`src/rtl/mem_arb_pkg.sv`:
```
// Shared definitions for the two-requester memory arbiter: FSM encoding,
// requester IDs and the default RAM read latency.
package mem_arb_pkg;

  typedef enum logic [1:0] {
    ST_IDLE   = 2'd0,
    ST_ISSUE  = 2'd1,
    ST_RDWAIT = 2'd2
  } state_t;

  localparam logic REQ_CPU = 1'b0;
  localparam logic REQ_DMA = 1'b1;

  localparam int unsigned RD_LAT_DEFAULT = 1;
  localparam int unsigned RD_LAT_MAX     = 3;
  localparam int unsigned LAT_CNT_W      = 2;

  // Round-robin choice between two requesters given the previous owner.
  function automatic logic rr_pick(input logic req_cpu, input logic req_dma,
                                   input logic last_owner);
    logic pick;
    pick = REQ_CPU;
    if (req_cpu && req_dma) begin
      pick = ~last_owner;
    end else if (req_dma) begin
      pick = REQ_DMA;
    end
    return pick;
  endfunction

endpackage

```
`src/rtl/rr_arb2.sv`:
```
// Two-input round-robin picker: combinational pick plus the last_owner
// register, which only advances when the caller commits a grant.
module rr_arb2
  import mem_arb_pkg::*;
(
  input  logic clk,
  input  logic reset,
  input  logic req_cpu,
  input  logic req_dma,
  input  logic take,
  output logic pick_c,
  output logic valid_c
);

  logic last_owner_q;
  logic last_owner_d;

  always_comb begin
    valid_c = req_cpu | req_dma;
    pick_c  = rr_pick(req_cpu, req_dma, last_owner_q);
  end

  always_comb begin
    last_owner_d = last_owner_q;
    if (take && valid_c) begin
      last_owner_d = pick_c;
    end
  end

  // Reset to CPU so the first tie after reset goes to DMA.
  always_ff @(posedge clk) begin
    if (reset) begin
      last_owner_q <= REQ_CPU;
    end else begin
      last_owner_q <= last_owner_d;
    end
  end

endmodule

```
`src/rtl/mem_arbiter.sv`:
```
// Single-port RAM arbiter for a CPU and a DMA requester. One access in
// flight at a time: IDLE arbitrates, ISSUE drives the RAM, RDWAIT collects data.
module mem_arbiter
  import mem_arb_pkg::*;
#(
  parameter int unsigned DATA_W = 32,
  parameter int unsigned ADDR_W = 32,
  parameter int unsigned RD_LAT = RD_LAT_DEFAULT
) (
  input  logic              clk,
  input  logic              reset,

  input  logic              cpu_req,
  input  logic              cpu_we,
  input  logic [ADDR_W-1:0] cpu_addr,
  input  logic [DATA_W-1:0] cpu_wdata,
  output logic              cpu_gnt,
  output logic              cpu_rvalid,
  output logic [DATA_W-1:0] cpu_rdata,

  input  logic              dma_req,
  input  logic              dma_we,
  input  logic [ADDR_W-1:0] dma_addr,
  input  logic [DATA_W-1:0] dma_wdata,
  output logic              dma_gnt,
  output logic              dma_rvalid,
  output logic [DATA_W-1:0] dma_rdata,

  output logic [ADDR_W-1:0] ram_addr,
  output logic [DATA_W-1:0] ram_data,
  output logic              ram_wren,
  input  logic [DATA_W-1:0] ram_q
);

  // RDWAIT counts down from RD_LAT-1; zero marks the cycle ram_q is valid.
  localparam logic [LAT_CNT_W-1:0] LAT_LAST = LAT_CNT_W'(RD_LAT - 1);

  state_t              state_q,      state_d;
  logic [LAT_CNT_W-1:0] cnt_q,       cnt_d;
  logic                owner_q,      owner_d;
  logic                we_q,         we_d;
  logic [ADDR_W-1:0]   ram_addr_q,   ram_addr_d;
  logic [DATA_W-1:0]   ram_data_q,   ram_data_d;
  logic                ram_wren_q,   ram_wren_d;
  logic                cpu_gnt_q,    cpu_gnt_d;
  logic                dma_gnt_q,    dma_gnt_d;
  logic                cpu_rvalid_q, cpu_rvalid_d;
  logic                dma_rvalid_q, dma_rvalid_d;
  logic [DATA_W-1:0]   cpu_rdata_q,  cpu_rdata_d;
  logic [DATA_W-1:0]   dma_rdata_q,  dma_rdata_d;

  logic arb_pick_c;
  logic arb_valid_c;
  logic arb_take_c;

  rr_arb2 u_rr_arb2 (
    .clk     (clk),
    .reset   (reset),
    .req_cpu (cpu_req),
    .req_dma (dma_req),
    .take    (arb_take_c),
    .pick_c  (arb_pick_c),
    .valid_c (arb_valid_c)
  );

  always_comb begin
    state_d      = state_q;
    cnt_d        = cnt_q;
    owner_d      = owner_q;
    we_d         = we_q;
    ram_addr_d   = ram_addr_q;
    ram_data_d   = ram_data_q;
    ram_wren_d   = 1'b0;
    cpu_gnt_d    = 1'b0;
    dma_gnt_d    = 1'b0;
    cpu_rvalid_d = 1'b0;
    dma_rvalid_d = 1'b0;
    cpu_rdata_d  = cpu_rdata_q;
    dma_rdata_d  = dma_rdata_q;
    arb_take_c   = 1'b0;

    unique case (state_q)
      // Latch the winner's request into the RAM-side registers so it is
      // presented during the ISSUE cycle.
      ST_IDLE: begin
        if (arb_valid_c) begin
          arb_take_c = 1'b1;
          owner_d    = arb_pick_c;
          state_d    = ST_ISSUE;
          if (arb_pick_c == REQ_DMA) begin
            we_d       = dma_we;
            ram_addr_d = dma_addr;
            ram_data_d = dma_wdata;
            ram_wren_d = dma_we;
            dma_gnt_d  = 1'b1;
          end else begin
            we_d       = cpu_we;
            ram_addr_d = cpu_addr;
            ram_data_d = cpu_wdata;
            ram_wren_d = cpu_we;
            cpu_gnt_d  = 1'b1;
          end
        end
      end

      ST_ISSUE: begin
        if (we_q) begin
          state_d = ST_IDLE;
        end else begin
          state_d = ST_RDWAIT;
          cnt_d   = LAT_LAST;
        end
      end

      ST_RDWAIT: begin
        if (cnt_q == '0) begin
          state_d = ST_IDLE;
          if (owner_q == REQ_DMA) begin
            dma_rdata_d  = ram_q;
            dma_rvalid_d = 1'b1;
          end else begin
            cpu_rdata_d  = ram_q;
            cpu_rvalid_d = 1'b1;
          end
        end else begin
          cnt_d = cnt_q - LAT_CNT_W'(1);
        end
      end

      default: begin
        state_d = ST_IDLE;
      end
    endcase
  end

  // Reset aborts any in-flight access, so a reset read never returns rvalid.
  always_ff @(posedge clk) begin
    if (reset) begin
      state_q      <= ST_IDLE;
      cnt_q        <= '0;
      owner_q      <= REQ_CPU;
      we_q         <= 1'b0;
      ram_addr_q   <= '0;
      ram_data_q   <= '0;
      ram_wren_q   <= 1'b0;
      cpu_gnt_q    <= 1'b0;
      dma_gnt_q    <= 1'b0;
      cpu_rvalid_q <= 1'b0;
      dma_rvalid_q <= 1'b0;
      cpu_rdata_q  <= '0;
      dma_rdata_q  <= '0;
    end else begin
      state_q      <= state_d;
      cnt_q        <= cnt_d;
      owner_q      <= owner_d;
      we_q         <= we_d;
      ram_addr_q   <= ram_addr_d;
      ram_data_q   <= ram_data_d;
      ram_wren_q   <= ram_wren_d;
      cpu_gnt_q    <= cpu_gnt_d;
      dma_gnt_q    <= dma_gnt_d;
      cpu_rvalid_q <= cpu_rvalid_d;
      dma_rvalid_q <= dma_rvalid_d;
      cpu_rdata_q  <= cpu_rdata_d;
      dma_rdata_q  <= dma_rdata_d;
    end
  end

  assign cpu_gnt    = cpu_gnt_q;
  assign dma_gnt    = dma_gnt_q;
  assign cpu_rvalid = cpu_rvalid_q;
  assign dma_rvalid = dma_rvalid_q;
  assign cpu_rdata  = cpu_rdata_q;
  assign dma_rdata  = dma_rdata_q;
  assign ram_addr   = ram_addr_q;
  assign ram_data   = ram_data_q;
  assign ram_wren   = ram_wren_q;

endmodule

```
`config.mk`:
```
export PLATFORM = sky130hd
export DESIGN_NAME = mem_arbiter
export DESIGN_NICKNAME = d
export VERILOG_FILES = /design/src/rtl/mem_arb_pkg.sv /design/src/rtl/rr_arb2.sv /design/src/rtl/mem_arbiter.sv
export SDC_FILE = /design/constraint.sdc
export NUM_CORES = 1
export LEC_CHECK = 0
export CAP_MARGIN = 30
export CORE_MARGIN = 2
export CORE_UTILIZATION = 43
export DETAILED_ROUTE_END_ITERATION = 7
export GPL_TIMING_DRIVEN = 0
export MAX_ROUTING_LAYER = met4
export PLACE_DENSITY_LB_ADDON = 0.05
export SLEW_MARGIN = 20
export SYNTH_ARGS = -nofsm -noshare
export SYNTH_HDL_FRONTEND = slang
export SYNTH_SLANG_ARGS = --single-unit
```
`constraint.sdc`:
```
create_clock -name clk -period 2.5 [get_ports clk]
set_input_delay 0.75 -clock clk [delete_from_list [all_inputs] [get_ports clk]]
set_output_delay 0.75 -clock clk [all_outputs]
set_load 0.01 [all_outputs]
```
# --- Word-level counts from Yosys, hierarchy flattened ---
# Index checks and enable logic that the tools add are counted.
classes:
  bitwise_logic: 7
  n_eq_ne: 6
  n_reduce_logical: 12
  n_mux: 18
  add_sub_neg: 1
ops:
  columns: ["operator", "n"]
  rows:
  - ["$mux 32", 2]
  - ["$mux 2", 5]
  - ["$mux 1", 9]
  - ["$reduce_and 3->1", 3]
  - ["$ne 2x2->1 const B", 3]
  - ["$not 1->1", 6]
  - ["$pmux 2 s3", 1]
  - ["$reduce_or 3->1", 2]
  - ["$logic_not 2->1", 2]
  - ["$pmux 2 s2", 1]
  - ["$reduce_and 2->1", 2]
  - ["$eq 2x1->1 const B", 1]
  - ["$eq 2x2->1 const B", 1]
  - ["$logic_and 1x1->1", 2]
  - ["$ne 2x1->1 const B", 1]
  - ["$reduce_bool 2->1", 1]
  - ["$sub 2x1->2 const B", 1]
  - ["$or 1x1->1", 1]
word_totals:
  wordCells: 58
  input_bits: 166
  regBits: 140
  out_inout_bits: 133

# --- Logic depth before layout (Yosys ltp) ---
# Gate-level depths: netlist of the first run.
depth:
  depth_word: 4
  ltp_mapped: 7
  ltp_nobuf: 5

# --- Cells and area by module ---
# A second synthesis of the first run with hierarchy kept.
hier_totals:
  cells_unflattened: 612
  hier_area_um2: 5556.6
by_module_without_submodules:
  columns: ["mod", "n_inst", "cells_per_inst", "area_each_um2"]
  rows:
  - ["mem_arbiter", 1, 606, 5496.5]
  - ["rr_arb2", 1, 6, 60.1]

# --- Worst setup path after synthesis of the first run ---
# No wires, ideal clock.
synth_path:
  path_kind: "input to register"
  from: "input port reset"
  to: "register ram_data_q[10], in the netlist ram_data[10]"
  t_arrival_ns: 1.660
  path_buffers: 3
  path_slack_ns: 0.761
  setup_ns: 0.079
  cell_stages: 6
  cell_sequence: "buf_2 nor3_4 nand3_2 buf_2 buf_6 o221ai_2"
synth_lines:
  columns: ["item", "line", "rtl"]
  rows:
  - ["start: declaration", "mem_arbiter.sv:11", "input logic reset,"]
  - ["end signal: assignment", "mem_arbiter.sv:158", "ram_data_q <= ram_data_d;"]
  - ["end: declaration", "mem_arbiter.sv:43", "logic [DATA_W-1:0] ram_data_q, ram_data_d;"]

# --- Final worst setup path of the first run ---
layout_path:
  from: "input port cpu_req"
  to: "register ram_data_q[31], in the netlist ram_data[31]"
layout_via:
  elab_chain_len: 3
layout_rtl:
  columns: ["item", "line", "rtl"]
  rows:
  - ["start: declaration", "mem_arbiter.sv:13", "input logic cpu_req,"]
  - ["$logic_and 1x1->1", "mem_arb_pkg.sv:23", "if (req_cpu && req_dma) begin"]
  - ["$mux 1", "mem_arb_pkg.sv:23", null]
  - ["$mux 32", "mem_arbiter.sv:90", "if (arb_pick_c == REQ_DMA) begin"]
# Several ways; a longest one is shown, not always the timed one.
# A chain may end at the register's enable or synchronous reset.

==> Implementation_results.wiki, run 1 <==
{| class="wikitable"
! Metric !! Value
|-
| Outcome || finished clean
|-
| Inserted Diodes || 0
|-
| Vias in the first global route || 5849
|-
| Sink Count || 139
|-
| Routed WL per cell || 15.23 um
|-
| Number of remaining DRC errors || 0
|-
| End of the worst register-to-register path || ram_data[7]
|-
| CTS tree || built
|-
| Overall die width || 119.0 um
|-
| Transition at the pin with the smallest max-transition slack || 0.5811 ns
|-
| Count of nets after finishing || 1167
|-
| Cell at the root of the clock tree || sky130_fd_sc_hd__clkbuf_16
|-
| Top cell family by delay on the critical path || buffers and inverters
|-
| Final worst path period share || between 80% and 90%
|-
| First-pass GRT wire length || 28680 um
|-
| Detail Placement HPWL || between 10000 and 15000 um
|-
| Row Count || 42
|-
| Relative contribution of the clock network to total power || 40.7%
|-
| Ratio of cells with drive above 1 in the final layout || 8.004%
|-
| Detail Route Antenna Nets || 0
|-
| Post-detailed-routing wire length || roughly 18000 um
|-
| Worst skew pair latency || 0.41 ns
|-
| H-tree depth || 4
|-
| Count of endpoints failing hold in the final timing report || 0
|-
| Number of buffers on the longest clock path || 2
|-
| Largest net degree at the start of global routing || 17
|-
| Post-route clock skew || between 0.007 and 0.008 ns
|-
| Cts bufs inserted || 17
|-
| Final Wtd Congestion || slightly above 0.8
|-
| Number of violations of the max-capacitance limit || 0
|-
| Initial antenna violation count || 0
|-
| Number of cells traversed by the worst register-to-register path || 5
|-
| Startpoint types || primary input
|-
| Power Internal || roughly 4.5 mW
|-
| Final cell count without fillers || about 1200
|-
| Asr flop ratio synth || 0%
|-
| Number of warning messages in the yosys log || 0
|-
| Seq pwr share || between 40 and 50%
|-
| Nature of the critical path endpoint || register
|-
| Layout overhead on the synthesized area || 66.24%
|-
| Reported net switching power || 1.471 mW
|-
| Number of port buffers || 297
|-
| Sum of buffers and inverters on the critical path || 3
|-
| Synth Net Count || 851
|-
| Relative max-transition margin || 61.26%
|-
| RSZ-0062 raised after global routing || false
|-
| Combinational power share || 18.3%
|-
| Max stage delay cell, worst path || sky130_fd_sc_hd__clkdlybuf4s50_1
|-
| Cells on Worst Hold Path || 2
|-
| Final Max Slew Viols || 0
|-
| Number of flops mapped to enable cells by yosys || 0
|-
| Pre-antenna DRT Iters || 4
|-
| Initial core utilization || 43.48%
|-
| Total power divided by cell area || 629.6 nW/um^2
|-
| Post-CTS Hold Buffers || 0
|-
| Final period demand of the worst path || 2.229 ns
|-
| Clock slew at reported path FFs || 0.06 ns
|-
| Number of endpoints failing setup at the final stage || 0
|-
| Worst hold path class || register to register
|-
| Leak || approximately 3.6 nW
|-
| Core Util, Final || 72.28%
|-
| Sw Share || approximately a quarter
|-
| Detailed-route vias per instance || between 4 and 5
|-
| Placeable core region || 13090 sq um
|-
| Register-to-register setup slack || about 0.92 ns
|-
| Distinct cell type count of the synthesized netlist || 30
|-
| Overflow after GRT || 0
|-
| Post-synthesis cell area || 5689 sq um
|-
| Fmax || 0.4486 GHz
|-
| Mean Syn Cell Area || 8.318 sq um
|-
| Die Outline Area || around 14000 sq um
|-
| All-layer global routing usage || 26.26%
|-
| Startpoint of the most critical register-to-register path || u_rr_arb2.last_owner_q
|-
| Delay of the slowest cell on the worst path || 0.55 ns
|-
| Worst endpoint required time || roughly 2.8 ns
|-
| Iteration-0 DRC Markers || 291
|-
| Data arrival, critical path || 2.56 ns
|-
| Top_reg_cell synth || sky130_fd_sc_hd__dfxtp_1
|-
| Class of the most critical setup path || primary input to register
|-
| Number of storage elements in the synthesis netlist || 139
|-
| Seq/Total Area, Yosys || 48.91%
|-
| Most numerous cell on the critical path || sky130_fd_sc_hd__clkbuf_1
|-
| VDD IR max || 0.4687 mV
|-
| Io pins || 299
|-
| CTS resizes || 0
|-
| Number of buffers inserted by post-CTS setup repair || 0
|-
| CP Cell Sequence || clkdlybuf4s50_1 > clkbuf_1 > clkbuf_1 > nand4_1 > o221ai_1
|-
| Gate count after technology mapping || 684
|-
| Placed insts || 1157
|-
| Hold path startpoint || cpu_rdata[30]
|-
| Min-Delay Endpoint || cpu_rdata[30]
|-
| Vertical die dimension || around 120 um
|-
| Via count of the routed design || 5927
|-
| Highest fanout seen on the critical path || 10
|}
-- synth_stat cells (2+ instances only) --
library cell | n | area [sq um]
sky130_fd_sc_hd__nand2_1 | 129 | 484.2
sky130_fd_sc_hd__dfxtp_1 | 139 | 2783
sky130_fd_sc_hd__nand2b_1 | 2 | 12.51
sky130_fd_sc_hd__a21oi_1 | 67 | 335.3
sky130_fd_sc_hd__o221ai_1 | 48 | 420.4
sky130_fd_sc_hd__inv_1 | 134 | 503.0
sky130_fd_sc_hd__buf_2 | 18 | 90.09
sky130_fd_sc_hd__and3_1 | 2 | 12.51
sky130_fd_sc_hd__nor2_1 | 6 | 22.52
sky130_fd_sc_hd__buf_4 | 10 | 75.07
sky130_fd_sc_hd__o21ai_1 | 2 | 10.01
sky130_fd_sc_hd__o221ai_2 | 17 | 255.2
sky130_fd_sc_hd__clkbuf_1 | 27 | 101.4
sky130_fd_sc_hd__buf_6 | 3 | 33.78
sky130_fd_sc_hd__nand4_1 | 65 | 406.6
-- registers in the layout, indices dropped and copies added, names as in the netlist --
signal / flops
dma_rvalid: 1
we_q: 1
ram_addr: 32
cpu_rdata: 32
dma_gnt: 1
ram_data: 32
dma_rdata: 32
cpu_gnt: 1
u_rr_arb2.last_owner_q: 1
cnt_q: 2
cpu_rvalid: 1
state_q: 2
ram_wren: 1
-- worst reg2reg max path, stage by stage, from the launching register on --
cell and delay, ns:
sky130_fd_sc_hd__dfxtp_1 0.44, sky130_fd_sc_hd__nand2b_1 0.18, sky130_fd_sc_hd__buf_2 0.22, sky130_fd_sc_hd__clkbuf_1 0.41, sky130_fd_sc_hd__nand4_1 0.17, sky130_fd_sc_hd__o221ai_2 0.09
-- per-stage QoR --
| stage | hold slack (ns) | TNS (ns) | worst slack (ns) | total power [mW] | cell area [sq um] |
|---|---|---|---|---|---|
| floorplan | 0.4675 | 0 | 0.7611 | 2.918 | 5689 |
| global placement | 0.4408 | -0.4741 | -0.06828 | 3.571 | 8882 |
| detailed placement | 0.4462 | -0.7374 | -0.09058 | 3.577 | 8882 |
| CTS | 0.4528 | 0 | 0.3072 | 6.002 | 9458 |
| global route | 0.4681 | 0 | 0.2266 | 6.191 | 9458 |
| finish | 0.4516 | 0 | 0.2706 | 5.955 | 9458 |
-- kinds of logic (layout without fill, tap and decap cells) --
logic type	count (synthesis)	count (layout)	share of synthesized area [%]
compound gates	137	137	18.56
simple gates	213	213	18.06
fa+ha+maj	1	1	0.2199
buf+inv	194	522	14.25
flops	139	139	48.91
-- cell type report --
type / count / area (sq um)
well taps: 176 / 220.2
fillers: 1044 / 3627
inverters: 135 / 506.7
repair buffers: 297 / 2973
clock inverters: 6 / 60.06
flip-flops and latches: 139 / 2783
clock buffers: 25 / 515.5
multi-input cells: 351 / 2096
plain buffers: 59 / 304.0
-- power groups by stage --
stage / clock [mW] / sequential, mW / combinational, mW
global placement: 0 / 2.48 / 1.09
detailed placement: 0 / 2.48 / 1.09
CTS: 2.46 / 2.44 / 1.10
finish: 2.42 / 2.44 / 1.09
global route: 2.56 / 2.46 / 1.18
floorplan: 0 / 2.54 / 0.374
-- layer usage --
metal  track usage [%]  routed length, um  vias to the layer above
met5                 -                  0                        -
met4             12.35                612                        0
met3             8.094               1286                       42
met2             44.50               9215                      207
met1             28.03               6974                     2735
li1                  -                  -                     2943
-- cells in the final DEF (no fill, tap or decap), types with 17 or more instances in the layout --
master / synthesis / layout
sky130_fd_sc_hd__buf_2: 18 / 18
sky130_fd_sc_hd__o221ai_1: 48 / 48
sky130_fd_sc_hd__clkbuf_1: 27 / 29
sky130_fd_sc_hd__clkbuf_16: 0 / 17
sky130_fd_sc_hd__inv_1: 134 / 134
sky130_fd_sc_hd__nand2_1: 129 / 129
sky130_fd_sc_hd__nand4_1: 65 / 65
sky130_fd_sc_hd__clkdlybuf4s50_1: 0 / 297
sky130_fd_sc_hd__o221ai_2: 17 / 17
sky130_fd_sc_hd__a21oi_1: 67 / 67
sky130_fd_sc_hd__dfxtp_1: 139 / 139
-- worst max path at each step --
stage,from,end,depth (start not counted)
2_1_floorplan,reset,ram_data[10],6
5_1_grt,cpu_req,ram_data[31],5
6_report,cpu_req,ram_data[31],5
4_1_cts,cpu_req,ram_data[31],5
3_5_place_dp,cpu_req,ram_addr[13],5
3_3_place_gp,cpu_req,ram_data[18],5
(Power assumes the default switching activity.)
==> run 2: changes to the inputs <==
--- a/config.mk
+++ b/config.mk
@@ -12,7 +12,7 @@
 export GPL_TIMING_DRIVEN = 0
 export MAX_ROUTING_LAYER = met4
 export PLACE_DENSITY_LB_ADDON = 0.05
-export SLEW_MARGIN = 20
+export SLEW_MARGIN = 0
 export SYNTH_ARGS = -nofsm -noshare
 export SYNTH_HDL_FRONTEND = slang
 export SYNTH_SLANG_ARGS = --single-unit
==> results of run 2 <==
Same layout as run 1: the final DEF is identical, and so are final timing and power.
